## config.mk

```make
export PLATFORM = sky130hd
export DESIGN_NAME = dma_copy_engine
export DESIGN_NICKNAME = d
export VERILOG_FILES = /design/src/rtl/dma_copy_engine.sv
export SDC_FILE = /design/constraint.sdc
export NUM_CORES = 1
export LEC_CHECK = 0
export ABC_AREA = 1
export CAP_MARGIN = 15
export CORE_MARGIN = 2
export CORE_UTILIZATION = 51
export DETAILED_ROUTE_END_ITERATION = 8
export HOLD_SLACK_MARGIN = 0.12
export PLACE_DENSITY = 0.81
export SLEW_MARGIN = 10
export SYNTH_ARGS = -nofsm -noshare
export SYNTH_HDL_FRONTEND = slang
export SYNTH_SLANG_ARGS = --single-unit
```

## constraint.sdc

```tcl
create_clock -name clk -period 4.8 [get_ports clk]
set_input_delay 0.96 -clock clk [delete_from_list [all_inputs] [get_ports clk]]
set_output_delay 0.96 -clock clk [all_outputs]
set_load 0.005 [all_outputs]
```

## src/rtl/dma_copy_engine.sv

```systemverilog
// Memory-to-memory byte-copy engine: programmed through an MMIO slot, copies
// LEN bytes SRC->DST in ascending order as a system-bus initiator.
module dma_copy_engine #(
  parameter int RD_LAT = 1
) (
  input  logic        clk,
  input  logic        rst,
  input  logic [2:0]  rs,
  input  logic        we,
  input  logic        en,
  input  logic [7:0]  din,
  output logic [7:0]  dout,
  output logic        bus_req,
  input  logic        bus_gnt,
  output logic [15:0] bm_addr,
  output logic        bm_we,
  output logic [7:0]  bm_wdata,
  input  logic [7:0]  bm_rdata,
  output logic        irq
);

  typedef enum logic [2:0] {
    S_IDLE = 3'd0,
    S_REQ  = 3'd1,
    S_RD   = 3'd2,
    S_CAP  = 3'd3,
    S_WR   = 3'd4,
    S_FIN  = 3'd5
  } state_t;

  state_t      state_r, state_s;
  logic [15:0] src_r, src_s, dst_r, dst_s, len_r, len_s;
  logic [15:0] bm_addr_r, bm_addr_s;
  logic [7:0]  data_r, data_s, wait_r, wait_s;
  logic [7:0]  dout_r, dout_s, rd_mux_s, bm_wdata_r, bm_wdata_s;
  logic        ie_r, ie_s, done_r, done_s, aborted_r, aborted_s;
  logic        abort_pend_r, abort_pend_s;
  logic        bus_req_r, bus_req_s, bm_we_r, bm_we_s, irq_r, irq_s;
  logic        slot_wr_s, slot_rd_s, ctrl_wr_s, busy_s;
  logic        start_s, abort_req_s, abort_s, rd_done_s;

  assign slot_wr_s   = en & we;
  assign slot_rd_s   = en & ~we;
  assign ctrl_wr_s   = slot_wr_s & (rs == 3'd6);
  assign busy_s      = (state_r != S_IDLE);
  assign start_s     = ctrl_wr_s & din[0] & ~busy_s;
  assign abort_req_s = ctrl_wr_s & din[1] & busy_s;
  // An abort written on the same edge as a boundary is honoured immediately.
  assign abort_s     = abort_pend_r | abort_req_s;
  assign rd_done_s   = (int'(wait_r) >= (RD_LAT - 1));

  // Slot read-back mux (live address/length values).
  always_comb begin
    rd_mux_s = 8'd0;
    case (rs)
      3'd0:    rd_mux_s = src_r[7:0];
      3'd1:    rd_mux_s = src_r[15:8];
      3'd2:    rd_mux_s = dst_r[7:0];
      3'd3:    rd_mux_s = dst_r[15:8];
      3'd4:    rd_mux_s = len_r[7:0];
      3'd5:    rd_mux_s = len_r[15:8];
      3'd6:    rd_mux_s = {5'd0, ie_r, 2'd0};
      3'd7:    rd_mux_s = {5'd0, aborted_r, done_r, busy_s};
      default: rd_mux_s = 8'd0;
    endcase
  end

  // Next-state, register-file and bus-output computation.
  always_comb begin
    state_s      = state_r;
    src_s        = src_r;
    dst_s        = dst_r;
    len_s        = len_r;
    data_s       = data_r;
    wait_s       = wait_r;
    aborted_s    = aborted_r;
    abort_pend_s = abort_pend_r | abort_req_s;
    if (ctrl_wr_s) ie_s = din[2];
    else           ie_s = ie_r;
    if (slot_rd_s && (rs == 3'd7)) done_s = 1'b0;
    else                           done_s = done_r;
    if (slot_rd_s) dout_s = rd_mux_s;
    else           dout_s = dout_r;

    if (slot_wr_s && !busy_s) begin
      case (rs)
        3'd0:    src_s[7:0]  = din;
        3'd1:    src_s[15:8] = din;
        3'd2:    dst_s[7:0]  = din;
        3'd3:    dst_s[15:8] = din;
        3'd4:    len_s[7:0]  = din;
        3'd5:    len_s[15:8] = din;
        default: src_s = src_r;
      endcase
    end else begin
      src_s = src_r;
    end

    case (state_r)
      S_IDLE: begin
        if (start_s) begin
          done_s       = 1'b0;
          aborted_s    = 1'b0;
          abort_pend_s = 1'b0;
          if (len_r == 16'd0) state_s = S_FIN;
          else                state_s = S_REQ;
        end else begin
          state_s = S_IDLE;
        end
      end
      S_REQ: begin
        if (abort_s) begin
          aborted_s = 1'b1;
          state_s   = S_FIN;
        end else if (bus_gnt) begin
          wait_s  = 8'd0;
          state_s = S_RD;
        end else begin
          state_s = S_REQ;
        end
      end
      S_RD: begin
        if (rd_done_s) state_s = S_CAP;
        else           wait_s  = wait_r + 8'd1;
      end
      S_CAP: begin
        data_s  = bm_rdata;
        state_s = S_WR;
      end
      S_WR: begin
        src_s = src_r + 16'd1;
        dst_s = dst_r + 16'd1;
        len_s = len_r - 16'd1;
        if (len_r == 16'd1) begin
          state_s = S_FIN;
        end else if (abort_s) begin
          aborted_s = 1'b1;
          state_s   = S_FIN;
        end else begin
          wait_s  = 8'd0;
          state_s = S_RD;
        end
      end
      S_FIN: begin
        done_s       = 1'b1;
        abort_pend_s = 1'b0;
        state_s      = S_IDLE;
      end
      default: state_s = S_IDLE;
    endcase

    // Bus outputs are decoded from the next state so they leave a flop.
    bus_req_s = (state_s inside {S_REQ, S_RD, S_CAP, S_WR});
    bm_we_s   = (state_s == S_WR);
    if (state_s == S_RD)      bm_addr_s = src_s;
    else if (state_s == S_WR) bm_addr_s = dst_s;
    else                      bm_addr_s = bm_addr_r;
    if (state_s == S_WR) bm_wdata_s = data_s;
    else                 bm_wdata_s = bm_wdata_r;
    irq_s = done_s & ie_s;
  end

  // State and output registers with synchronous reset.
  always_ff @(posedge clk) begin
    if (rst) begin
      state_r      <= S_IDLE;
      src_r        <= 16'd0;
      dst_r        <= 16'd0;
      len_r        <= 16'd0;
      data_r       <= 8'd0;
      wait_r       <= 8'd0;
      ie_r         <= 1'b0;
      done_r       <= 1'b0;
      aborted_r    <= 1'b0;
      abort_pend_r <= 1'b0;
      dout_r       <= 8'd0;
      bus_req_r    <= 1'b0;
      bm_we_r      <= 1'b0;
      bm_addr_r    <= 16'd0;
      bm_wdata_r   <= 8'd0;
      irq_r        <= 1'b0;
    end else begin
      state_r      <= state_s;
      src_r        <= src_s;
      dst_r        <= dst_s;
      len_r        <= len_s;
      data_r       <= data_s;
      wait_r       <= wait_s;
      ie_r         <= ie_s;
      done_r       <= done_s;
      aborted_r    <= aborted_s;
      abort_pend_r <= abort_pend_s;
      dout_r       <= dout_s;
      bus_req_r    <= bus_req_s;
      bm_we_r      <= bm_we_s;
      bm_addr_r    <= bm_addr_s;
      bm_wdata_r   <= bm_wdata_s;
      irq_r        <= irq_s;
    end
  end

  assign dout     = dout_r;
  assign bus_req  = bus_req_r;
  assign bm_addr  = bm_addr_r;
  assign bm_we    = bm_we_r;
  assign bm_wdata = bm_wdata_r;
  assign irq      = irq_r;

endmodule

```

* Yosys cells after proc, flatten, opt, wreduce, memory -nomap -nowiden
Cells that the tools add are included. Widths: inputs -> output; s select.
Operators by class: $add $sub $neg 3, equality and inequality tests 19, mux-type cells 33, bitwise operators 11, reductions and logical operators 16
Operators by type and width (number):
- $mux 16 | 8
- $pmux 8 s8 | 1
- $mux 8 | 7
- $add 16x1->16 const B | 2
- $eq 3x3->1 const B | 7
- $eq 3x2->1 const B | 6
- $eq 16x1->1 const B | 1
- $logic_not 16->1 | 1
- $sub 16x1->16 const B | 1
- $mux 3 | 5
- $pmux 3 s5 | 1
- $eq 3x1->1 const B | 3
- $and 1x1->1 | 8
- $reduce_bool 2->1 | 4
- $mux 1 | 7
- $logic_not 3->1 | 2
- $reduce_bool 3->1 | 2
- $ne 2x2->1 const B | 2
- $pmux 1 s2 | 2
- $reduce_and 2->1 | 2
- $reduce_bool 4->1 | 1
- $pmux 1 s3 | 1
- $reduce_and 3->1 | 1
- $logic_and 1x1->1 | 2
- 4 further kinds | 5
Word-level totals: register bits after elaboration 98, output and inout port bits 35

* Depth between registers and ports, before layout
Gate-level depths: netlist of the first run.
word-level depth 11, gate-level depth with buffers 13

* Worst setup path after synthesis of the first run
OpenSTA, ideal clock, no wires.
kind input-to-reg, from in rs[2], to reg bm_addr_r[13], in the netlist bm_addr[13], library setup time 0.067 ns, arrival time 2.201 ns, data required time 4.733 ns, path slack 2.531 ns, stages on the path 10, path through buf_2 nand3_2 nor2_4 nand2_4 nand4_1 nand3_4 nand2_4 buf_6 nand3_2 a21oi_2
On the way: cells in the longest elaborated chain, start to end 10, elaborated cells on any way between the ends 25, classes of those cells eq/ne: 5; mux: 13; bitwise: 6; reduce/logical: 1
RTL lines:
- start: declaration | line 8 | input logic [2:0] rs,
- $eq 3x3->1 | line 44 | assign ctrl_wr_s = slot_wr_s & (rs == 3'd6);
- $and 1x1->1 | line 44
- $and 1x1->1 (2 in series) | line 47 | assign abort_req_s = ctrl_wr_s & din[1] & busy_s;
- $or 1x1->1 | line 49 | assign abort_s = abort_pend_r | abort_req_s;
- $mux 3 | line 136 | end else if (abort_s) begin
- $mux 3 | line 134 | if (len_r == 16'd1) begin
- $pmux 3 s5 | line 99 | case (state_r)
- $eq 3x2->1 or $eq 3x3->1 (tied branches) | line 155, 156
- $mux 16 or $reduce_bool 2->1 (tied branches)
- end signal: assignment | line 196 | bm_addr_r <= bm_addr_s;
- end: declaration | line 33 | logic [15:0] bm_addr_r, bm_addr_s;
Several ways; a longest one is shown, not always the timed one. The select of a mux whose other input is x is not followed. A chain may end at the register's enable or synchronous reset.

* Worst setup path in the final report of the first run
from in rs[2], to reg bm_addr_r[14], in the netlist bm_addr[14]
The elaborated chain is that of the path after synthesis.

==> impl_metrics.toml, run 1 <==
[final_layout]
layout_commonest_cell = "nand2_1"
syn2layout_area_growth_pct = 15.4
nets = 905
drive_gt1_share_pct = 7.26
final_core_util_pct = 60.7
final_cell_mix = "nand2_1, nor2_1, inv_1"
n_antenna_cell = 0

[power]
seq_power_share_pct = 51.2
p_clk_share_pct = 37.7
power.density_mw_per_mm2 = 240
pwr-share-comb_pct = 11.0
p_sw_share_pct = 27.8
ir_drop_mv = 0.164
p_int_uw = 1090
p_switching_uw = 417
p_leak_uw = 0.00251

[global_routing]
grt_use_total_pct = 28.7
overflow = 0
grt_max_degree = 43
grt_pass1_vias = 5067
grt_pass1_wl_um = 25700
antenna_found_initial = 0

[timing]
max_freq_ghz = 0.364
finalCritPeriodShare_pct = 57.3
worst_pin_slew_ns = 0.831
final-setup-viol-count = 0
finClkSkew_ns = 0.0179
relSlewSlack_pct = 44.6
rsz0062_at_grt = "no"
hold_violations = 0
setup_tns_ns = 0
finalCriticalPeriod_ns = 2.75
final_max_slew_viol_count = 0

[die]
row_count = 37
die_w_um = 107
initial_core_util_pct = 52.6
io_pins = 59
core_sq_mm = 0.0103
dieArea_sq_mm = 0.0115
dieHeight_um = 107

[logic_synthesis]
netlist_top_cells_area = "dfxtp_1, nand2_1, nor2_1"
ys_warn_count = 0
syn_inst = 835
synth_enable_flop_cells = 0
synth_seq_cells = 90
async_flop_share_pct = 0
yosys.area.top_type = "dfxtp_1"
synth_flop_cell = "dfxtp_1"
syn_nets = 864
seq_area_frac_synth_pct = 33.2
synth.top_cell.area_share_pct = 33.2
ys_types = 39
syn_area_sq_mm = 0.00543
postSynthAreaPerCell_sq_um = 6.50

[worst_setup_path]
critical_path_buf_inv_count = 3
cp_data_arrival_time_ns = 3.09
rr_worst_depth = 10
cp-startpoint = "rs[2]"
cp_slowest_stage_delay_ns = 0.60
critPathCaptureType = "flop"
worstSetupPathType = "in2reg"
cpMaxStageDelayCell = "clkdlybuf4s50_1"
crit_top_cell = "nand3_1"
worstSetupStartpointType = "primary input"
critPathRequiredTime_ns = 5.14
crit_chain = "clkdlybuf4s50_1, inv_1, nand3_1, nor2_4, inv_2, a21oi_1, o21ai_1, nand2_1, nand3_1, nand3_1"
r2r_start = "state_r[1]"
worstPathMaxFanout = 11
path_delay_family = "simple AND/OR/NAND/NOR gates"
cp.depth = 10

[min_path]
hold_depth = 2
hp-class = "reg2reg"
hold_start = "dout[3]"

[clocking]
clkTransAtPathRegs_ns = 0.10
cts-buffers-inserted = 9
h-tree-depth = 3
hold_buffers = 0
cts_root_buffer = "clkbuf_8"
cts_setup_buffers = 0
worstSkewPairLatency_ns = 0.39
cts_tree = "done"
cts_sinks = 90
ctsLongestPathBuffers = 2
cts_resized = 0

[drt]
ant_nets = 0
viasPerCell = 5.63
route.detailed.drc = 0
drtIter0Drc = 532
firstDrtPassIters = 5
avgRoutedWirePerCell_um = 15.6
wirelength_um = 15900
routed-via-count = 5728

[placed_design]
routabilityCongestion = 1.00
port_buffers = 58
hpwlAfterDp_um = 11800

[run_status]
status = "completed"

[flow_run]
maxCapViolations = 0
[cells in the mapped netlist (2+ instances only)]
library cell,count
a21oi_1,67
a21oi_2,6
a31oi_1,9
buf_2,11
buf_6,2
clkbuf_1,17
dfxtp_1,90
ha_1,5
inv_1,91
inv_2,8
nand2_1,190
nand2_2,7
nand2_4,2
nand3_1,63
nand3_2,2
nand4_1,21
nor2_1,98
nor2_2,3
nor2_4,5
nor3_1,22
nor3_4,2
nor4_1,2
o211ai_1,13
o211ai_2,4
o21ai_0,36
o21ai_1,15
o221ai_1,7
o22ai_1,7
o31ai_1,6
or2_2,2
xor2_1,14
[routing by layer]
layer	GRT usage, %	wire length [um]	vias up
met5	0	0	-
met4	13.3	580	0
met3	7.23	1450	38
met1	39.9	7140	2552
met2	41.5	6740	274
li1	-	-	2864
[sequential cells by signal (all words and copies together), names as in the netlist, 3 cells and up]
name and cells:
bm_wdata 8, bm_addr 16, src_r 16, state_r 3, len_r 16, dst_r 16
dout 8
[power groups by stage]
stage	clock network (uW)	registers [uW]	logic, uW
after floorplan	0	783	107
final	567	770	166
after CTS	573	769	163
after detailed placement	0	787	162
after global routing	605	772	182
after global placement	0	787	162
[final cells by class]
cell class                 instances  area (sq um)
clock inverter                     5          61.3
multi-input combinational        613          3100
sequential                        90          1800
tap                              136           170
inverter                         100           375
fill                             982          4060
clock buffer                      11           151
timing repair buffer              62           606
[worst paths after layout]
| path | end | slack, ns |
|---|---|---|
| hold reg to reg | dout[3] | 0.47 |
| setup reg to reg | bm_addr[4] | 2.65 |
| setup / recovery | bm_addr[14] | 2.05 |
| hold / removal | dout[3] | 0.47 |
[through the flow]
| step | power [uW] | std cells | cell area, sq um | setup slack [ns] | hold WS [ns] |
|---|---|---|---|---|---|
| detailed placement | 949 | 1001 | 6050 | 1.68 | 0.455 |
| global placement | 949 | 1001 | 6050 | 1.73 | 0.452 |
| CTS | 1510 | 1017 | 6270 | 2.09 | 0.468 |
| finish | 1500 | 1017 | 6270 | 2.05 | 0.469 |
| floorplan | 890 | 835 | 5430 | 2.53 | 0.461 |
| global route | 1560 | 1017 | 6270 | 1.85 | 0.491 |
[cell families (layout without fill, tap and decap cells)]
family / count (synthesis) / in the layout / synth area share (%)
flip-flops: 90 / 90 / 33.2
buffers and inverters: 132 / 178 / 9.72
XOR/XNOR: 14 / 14 / 2.26
AO/OA/AOI/OAI: 173 / 173 / 18.8
AND/OR/NAND/NOR: 421 / 421 / 34.9
adder cells (fa/ha/maj): 5 / 5 / 1.15
[tightest hold or removal path: cells and delay by family (launching register included)]
kind,cells,cell delay (ns)
simple gates,1,0.06
compound gates,1,0.05
flops,1,0.32
Note: power is estimated with default switching activity, not from simulation.
==> inputs of run 2 (changes only) <==
==> constraint.sdc (replaced) <==
create_clock -name clk -period 2.63 [get_ports clk]
set_input_delay 0.526 -clock clk [delete_from_list [all_inputs] [get_ports clk]]
set_output_delay 0.526 -clock clk [all_outputs]
set_load 0.005 [all_outputs]
==> run 2 against run 1 <==
  * Via count up 1.8%
  * Core utilization up 0.85 points
  * Worst hold slack about the same
  * Final cell count up 1.4%
  * Critical path depth up 1
  * Non-clock buffer count up 14
  * Critical endpoint is now bm_addr[4]
==> impl_metrics.toml, run 2 (same netlist as run 1, synthesis figures left out) <==
[drt]
avgRoutedWirePerCell_um = 16.4
drtIter0Drc = 604
ant_nets = 0
route.detailed.drc = 0
firstDrtPassIters = 6
routed-via-count = 5833
wirelength_um = 16900
viasPerCell = 5.66

[final_layout]
n_antenna_cell = 0
layoutNonFillerInstCount = 1031
syn2layout_area_growth_pct = 17.0
nets = 919
drive_gt1_share_pct = 8.60
layout_commonest_cell = "nand2_1"
final_core_util_pct = 61.6
final_cell_mix = "nand2_1, nor2_1, inv_1"
post-route-cell-area_sq_mm = 0.00635

[die]
initial_core_util_pct = 52.6
io_pins = 59
dieHeight_um = 107
row_count = 37
core_sq_mm = 0.0103
dieArea_sq_mm = 0.0115
die_w_um = 107

[worst_setup_path]
critical_path_buf_inv_count = 3
crit_chain = "clkdlybuf4s50_1, inv_2, nand2_1, nor2_1, nand2_2, o211ai_1, nand2_1, nand3_1, nand2_1, inv_1, a21oi_1"
worstSetupStartpointType = "primary input"
critPathCaptureType = "flop"
r2r_start = "len_r[5]"
crit_top_cell = "nand2_1"
cpMaxStageDelayCell = "clkdlybuf4s50_1"
worstPathMaxFanout = 15
cp_data_arrival_time_ns = 2.48
reg2reg_to = "bm_addr[3]"
worstSetupPathType = "in2reg"
rr_worst_depth = 12
cp_slowest_stage_delay_ns = 0.56
critPathRequiredTime_ns = 2.89
cp.depth = 11
r2r_slack_ns = 0.62
path_delay_family = "simple AND/OR/NAND/NOR gates"

[power]
seq_power_share_pct = 54.0
pwr-share-comb_pct = 12.4
p_sw_share_pct = 29.1
p_clk_share_pct = 33.6
p_leak_uw = 0.00256
power.density_mw_per_mm2 = 409
ir_drop_mv = 0.278
p_int_uw = 1840
p_switching_uw = 757

[timing]
worst_pin_slew_ns = 0.587
relSlewSlack_pct = 60.6
final_max_slew_viol_count = 0
setup_tns_ns = 0
rsz0062_at_grt = "no"
hold_violations = 0
finalCritPeriodShare_pct = 84.4
max_freq_ghz = 0.451
final-setup-viol-count = 0
finClkSkew_ns = 0.0125
finalCriticalPeriod_ns = 2.22

[clocking]
cts_setup_buffers = 0
worstSkewPairLatency_ns = 0.38
ctsLongestPathBuffers = 2
cts_root_buffer = "clkbuf_8"
hold_buffers = 0
h-tree-depth = 3
cts-buffers-inserted = 9
clkTransAtPathRegs_ns = 0.09
cts_sinks = 90
cts_resized = 0
cts_tree = "done"

[global_routing]
grt_use_total_pct = 30.1
grt_pass1_wl_um = 27000
grt_max_degree = 70
grt_pass1_vias = 5263
antenna_found_initial = 0
overflow = 0

[placed_design]
placedInstanceArea_sq_mm = 0.00618
port_buffers = 58
routabilityCongestion = 1.02
hpwlAfterDp_um = 12500
dp.cells = 1015

[min_path]
min_to = "dout[3]"
hp-class = "reg2reg"
hold_start = "dout[3]"
hold_depth = 2

[run_status]
status = "completed"

[flow_run]
maxCapViolations = 0
-- run 2: final cells by class --
cell class                      count  area (sq um)
Clock buffer                       10           128
Clock inverter                      6          42.5
Fill cell                         990          3970
Inverter                          100           375
Multi-Input combinational cell    613          3100
Sequential cell                    90          1800
Tap cell                          136           170
Timing Repair Buffer               76           736
-- run 2: worst max path at each step --
stage / end / slack [ns] / start
floorplan: bm_addr[13] / 0.80 / rs[2]
global placement: bm_addr[4] / 0.1 / rs[0]
detailed placement: bm_addr[4] / 0.08 / rs[0]
CTS: bm_addr[4] / 0.47 / rs[0]
global route: bm_addr[1] / 0.30 / rs[0]
finish: bm_addr[4] / 0.41 / rs[1]
-- run 2: power groups by stage --
| stage | Combinational (uW) | Clock (uW) | Sequential [uW] |
|---|---|---|---|
| global placement | 313 | 0 | 1440 |
| CTS | 317 | 883 | 1400 |
| finish | 323 | 873 | 1400 |
| global route | 352 | 946 | 1410 |
| detailed placement | 315 | 0 | 1430 |
| floorplan | 195 | 0 | 1430 |
-- run 2: layer usage --
metal	share of wire [%]	routed length [um]	up-vias	global-route usage, %
met3	7.2	1210	37	4.80
met1	46	7700	2647	42.0
met4	3.3	555	0	13.9
met2	44	7410	260	45.2
met5	0	0	-	0
li1	-	-	2889	-
-- run 2: stage by stage --
stage                     hold slack, ns  setup WS (ns)  total power (uW)
after detailed placement           0.454         0.0769              1750
after global placement             0.451         0.0977              1750
after CTS                          0.469          0.471              2600
final                              0.469          0.411              2600
after floorplan                    0.461          0.795              1620
after global routing               0.481          0.301              2700
-- run 2: worst register-to-register path: cells and delay by family (launching register included) --
kind / cells / cell delay (ns)
simple gates: 11 / 1.44
buf+inv: 1 / 0.13
flops: 1 / 0.37
